===== src/rtl/regfile_write_arbiter.sv =====
// Register-file write-port arbiter: two requester FIFOs drained round-robin onto the
// single write port, with a pending-write scoreboard for hazard detection.
module regfile_write_arbiter #(
  parameter int unsigned DATA_WIDTH = 32,
  parameter int unsigned ADDR_WIDTH = 5,
  parameter int unsigned DEPTH      = 2
) (
  input  logic                       Clk,
  input  logic                       Reset_n,
  input  logic                       AValid,
  output logic                       AReady,
  input  logic [ADDR_WIDTH-1:0]      AAddr,
  input  logic [DATA_WIDTH-1:0]      AData,
  input  logic                       BValid,
  output logic                       BReady,
  input  logic [ADDR_WIDTH-1:0]      BAddr,
  input  logic [DATA_WIDTH-1:0]      BData,
  output logic                       RegWrite,
  output logic [ADDR_WIDTH-1:0]      WriteRegister,
  output logic [DATA_WIDTH-1:0]      WriteData,
  output logic [(2**ADDR_WIDTH)-1:0] Pending,
  output logic                       Idle
);

  localparam int unsigned PtrW = $clog2(DEPTH);
  localparam int unsigned CntW = PtrW + 1;

  typedef enum logic {PriA, PriB} pri_e;

  // Index 0 is requester A, index 1 is requester B.
  logic [ADDR_WIDTH-1:0] addr_q   [2][DEPTH];
  logic [DATA_WIDTH-1:0] data_q   [2][DEPTH];
  logic [PtrW-1:0]       rd_ptr_q [2];
  logic [PtrW-1:0]       wr_ptr_q [2];
  logic [CntW-1:0]       count_q  [2];
  pri_e                  pri_q;

  logic [1:0]            in_valid;
  logic [ADDR_WIDTH-1:0] in_addr [2];
  logic [DATA_WIDTH-1:0] in_data [2];
  logic [1:0]            head_valid;
  logic [1:0]            full;
  logic [1:0]            push;
  logic [1:0]            grant;
  logic [PtrW-1:0]       offset;

  assign in_valid   = {BValid, AValid};
  assign in_addr[0] = AAddr;
  assign in_addr[1] = BAddr;
  assign in_data[0] = AData;
  assign in_data[1] = BData;

  // Ready depends on registered occupancy only; a full FIFO refuses even while popping.
  always_comb begin
    head_valid = '0;
    full       = '0;
    push       = '0;
    for (int i = 0; i < 2; i++) begin
      head_valid[i] = count_q[i] != '0;
      full[i]       = count_q[i] == CntW'(DEPTH);
      // Writes to register 0 complete the handshake but are dropped here.
      push[i]       = in_valid[i] & ~full[i] & (in_addr[i] != '0);
    end
  end

  assign AReady = ~full[0];
  assign BReady = ~full[1];
  assign Idle   = ~head_valid[0] & ~head_valid[1];

  always_comb begin
    grant = 2'b00;
    if (pri_q == PriA) begin
      if (head_valid[0])      grant = 2'b01;
      else if (head_valid[1]) grant = 2'b10;
    end else begin
      if (head_valid[1])      grant = 2'b10;
      else if (head_valid[0]) grant = 2'b01;
    end
  end

  always_comb begin
    RegWrite      = 1'b0;
    WriteRegister = '0;
    WriteData     = '0;
    if (grant[0]) begin
      RegWrite      = 1'b1;
      WriteRegister = addr_q[0][rd_ptr_q[0]];
      WriteData     = data_q[0][rd_ptr_q[0]];
    end else if (grant[1]) begin
      RegWrite      = 1'b1;
      WriteRegister = addr_q[1][rd_ptr_q[1]];
      WriteData     = data_q[1][rd_ptr_q[1]];
    end
  end

  // A slot is live when its distance from the read pointer is below the occupancy.
  always_comb begin
    Pending = '0;
    offset  = '0;
    for (int i = 0; i < 2; i++) begin
      for (int j = 0; j < DEPTH; j++) begin
        offset = PtrW'(j) - rd_ptr_q[i];
        if (CntW'(offset) < count_q[i]) Pending[addr_q[i][j]] = 1'b1;
      end
    end
    Pending[0] = 1'b0;
  end

  always_ff @(posedge Clk or negedge Reset_n) begin
    if (!Reset_n) begin
      for (int i = 0; i < 2; i++) begin
        rd_ptr_q[i] <= '0;
        wr_ptr_q[i] <= '0;
        count_q[i]  <= '0;
      end
      pri_q <= PriA;
    end else begin
      for (int i = 0; i < 2; i++) begin
        if (push[i])  wr_ptr_q[i] <= wr_ptr_q[i] + PtrW'(1);
        if (grant[i]) rd_ptr_q[i] <= rd_ptr_q[i] + PtrW'(1);
        count_q[i] <= count_q[i] + CntW'(push[i]) - CntW'(grant[i]);
      end
      unique case (pri_q)
        PriA: if (grant[0]) pri_q <= PriB;
        PriB: if (grant[1]) pri_q <= PriA;
      endcase
    end
  end

  // Storage needs no reset: occupancy alone decides which slots are meaningful.
  always_ff @(posedge Clk) begin
    for (int i = 0; i < 2; i++) begin
      if (push[i]) begin
        addr_q[i][wr_ptr_q[i]] <= in_addr[i];
        data_q[i][wr_ptr_q[i]] <= in_data[i];
      end
    end
  end

endmodule


===== config.mk =====
export PLATFORM = sky130hd
export DESIGN_NAME = regfile_write_arbiter
export DESIGN_NICKNAME = d
export VERILOG_FILES = /design/src/rtl/regfile_write_arbiter.sv
export SDC_FILE = /design/constraint.sdc
export NUM_CORES = 1
export LEC_CHECK = 0
export CORE_MARGIN = 10
export CORE_UTILIZATION = 45
export DETAILED_ROUTE_END_ITERATION = 16
export PLACE_DENSITY = 0.71
export SLEW_MARGIN = 20
export SYNTH_ARGS = -nofsm -noshare
export SYNTH_HDL_FRONTEND = slang
export SYNTH_SLANG_ARGS = --single-unit

===== constraint.sdc =====
create_clock -name Clk -period 3.5 [get_ports Clk]
set_input_delay 0.7 -clock Clk [delete_from_list [all_inputs] [get_ports Clk]]
set_output_delay 0.7 -clock Clk [all_outputs]
set_load 0.03 [all_outputs]

==> metrics.md <==
| Metric | Value |
|---|---|
| Post-CTS repair timing setup buffer count | 0 |
| Global-route wire length before repair | 33,100 µm |
| Filler instances | 1,204 |
| Synth top area share | 59.8% |
| Synth warn | 0 |
| Period utilisation layout | 95.8% |
| Final count of negative-setup-slack endpoints | 0 |
| Synth cell types | 36 |
| Post-synth EDFFs | 148 |
| Vias post-DR | 5,516 |
| Setup TNS | 0 ns |
| Clk_skew | 0.00794 ns |
| Post-Syn Nets | 633 |
| Final worst setup slack | 0.147 ns |
| CTS tree | yes |
| WP buf/inv | 2 |
| Hold Path End | wr_ptr_q[0] |
| Achievable Freq | 298 MHz |
| Pleak | 3.51 nW |
| R2R Path Start | count_q[1] |
| Die Y | 148 µm |
| Pin count of the biggest net entering global routing | 37 |
| Placement row count | 46 |
| Grt ovf | 0 |
| H-tree depth | 4 |
| Worst slack, placed | 0.585 ns |
| RD Place Congestion | 0.874 |
| Placed Area | 9250 µm² |
| Root Driver | clkbuf_16 |
| Slew at the pin with the worst max-slew slack | 0.780 ns |
| Syn_area_per_cell | 13.5 µm² |
| WHS | 0.570 ns |
| Die ar. | 22,000 µm² |
| Commonest non-fill, non-tap cell in the layout | edfxtp_1 |
| Hold-fix buffers, CTS | 0 |
| Synth top area cells | edfxtp_1 60%, mux2i_1 10%, o211ai_1 4.8% |
| Maximum net fanout on the critical path | 23 |
| Post-detailed-route DRC marker count | 0 |
| Most frequent cells in the layout | 148 x edfxtp_1, 137 x clkdlybuf4s50_1, 74 x mux2i_1 |
| Post-CTS sizing | 0 |
| Initial cell density of the core | 46.2% |
| Register area share after synthesis | 62.9% |
| CP Capture Type | primary output |
| Slowest stage delay, CP | 0.71 ns |
| Core region area | 16,100 µm² |
| Yosys reg bits | 157 |
| Synthesized area | 7430 µm² |
| Final Instance Area | 9850 µm² |
| Die span in x | 148 µm |
| VDD IR max | 644 µV |
| CP top delay family | buffers and inverters |
| PwrDens | 966 nW/µm² |
| I/O pins | 151 |
| Starting DRC count in detailed routing | 570 |
| ANT nets after route | 0 |
| Total wire length | 21,300 µm |
| Slew Viols, Final | 0 |
| Gr usage total | 19.3% |
| Capturing point of the worst reg2reg path | count_q[1] |
| CP cell instances | o21ai_1 -> o21ai_4 -> buf_4 -> o22ai_1 -> clkdlybuf4s50_1 |
| DRT Pass-1 Iters | 5 |
| PortBufs | 149 |
| Longest Clk Path Bufs | 2 |
| Pwr Total | 0.00952 W |
| Post-synth ARST share | 5.73% |
| Skew-Pair Late Insertion Delay | 0.42 ns |
| Post-route minimum period | 3.35 ns |
| Vias/cell | 5.95 |
| Hold Path Class | reg -> reg |
| Clock-pin slew on the worst setup and hold paths | 0.06 ns |
| Area leader, netlist | edfxtp_1 |
| Initial antenna violation count | 0 |
| Area growth syn-to-layout | 32.7% |
| Worst hold start | wr_ptr_q[0] |
| Critical path class | reg -> out |
| Hold path depth | 1 |
| CP max-delay cell | clkdlybuf4s50_1 |
| Status | complete, no violations |
| Required time of the critical path | 2.80 ns |
| Max_cap viols | 0 |
| Slew HR | 47.8% |
| CTS Buf Count | 17 |
| Depth of the worst register-to-register path | 9 |
| Nets@finish | 779 |
| CP Launch Type | register |
| Layout cells sized above 1 | 10.7% |
| Levels on crit path | 5 |
| Hpwl dp | 15,100 µm |
| Primary FF master, synth | edfxtp_1 |
| CP arrival | 2.65 ns |
| Mapped Cells | 551 |
| Final hold violation count | 0 |
| Unrepaired setup endpoints after global routing | false |
| Worst R2R Setup Slack | 1.20 ns |
| Drt wl/cell | 23.0 µm |
| Clock Sink Count | 157 |
| Vias in the first global route | 5,829 |
[cell type report]
cell class	count	area (µm²)	area share, %
Antenna cell	1	2.50	0.0254
Clock buffer	18	429	4.36
Clock inverter	14	165	1.68
Inverter	7	26.3	0.267
Multi-Input combinational cell	341	2570	26.1
Sequential cell	157	4670	47.4
Tap cell	216	270	2.74
Timing Repair Buffer	173	1720	17.4
[per-layer routing]
layer | share of wire, % | global-route usage (%) | vias to the layer above
li1 | - | - | 2510
met1 | 41 | 23.8 | 2639
met2 | 47 | 30.5 | 313
met3 | 9.8 | 6.77 | 54
met4 | 2.3 | 7.63 | 0
met5 | 0 | 0 | -
[metrics by stage]
step / instances / util [%]
2_1_floorplan: 551 / -
3_3_place_gp: 894 / 57.6
3_5_place_dp: 894 / 57.6
4_1_cts: 926 / 61.3
5_1_grt: 926 / 61.4
6_report: 927 / 61.4
[how the worst max path moves through the flow]
stage / start / end / slack (ns)
4_1_cts: count_q[0] / WriteData[0] / 0.13
3_5_place_dp: count_q[0] / WriteData[0] / 0.58
5_1_grt: count_q[0] / WriteData[27] / 0.02
6_report: count_q[0] / WriteData[17] / 0.15
3_3_place_gp: AAddr[0] / count_q[3] / 0.64
2_1_floorplan: count_q[1] / addr_q[0][10] / 0.50
[cell families (layout without fill, tap and decap cells)]
group / Yosys count / in the layout / synth area share (%)
DFF: 157 / 157 / 62.9
muxes: 74 / 74 / 9.97
other: 1 / 2 / 0.0505
xor gates and xnor gates: 8 / 8 / 0.944
adders and majority gates: 4 / 4 / 0.674
buffers and inverters: 53 / 212 / 3.25
AOI/OAI and AO/OA: 114 / 114 / 11.2
and+or+nand+nor: 140 / 140 / 11.0
[cell usage after synthesis, drive strengths merged, types with 7 or more instances]
master and n:
o2111ai 15, clkbuf 17, and3b 11, nor2 11, nor2b 9, mux2i 74
o21ai 9, nand3 62, nor3b 10, inv 7, o211ai 49, o22ai 38
xnor2 8, buf 29, nand4 16, edfxtp 148, dfrtp 9
[registers in the layout, indices dropped and copies added (netlist names)]
register,cells
addr_q,20
pri_q,1
data_q,128
rd_ptr_q,2
count_q,4
wr_ptr_q,2
[report_power, final]
part / switching (W) / internal (W)
combinational: 0.00301 / 0.00182
sequential: 0.000266 / 0.00258
clock: 0.000724 / 0.00112
total: 0.00400 / 0.00552
Note: power is estimated with default switching activity, not from simulation.
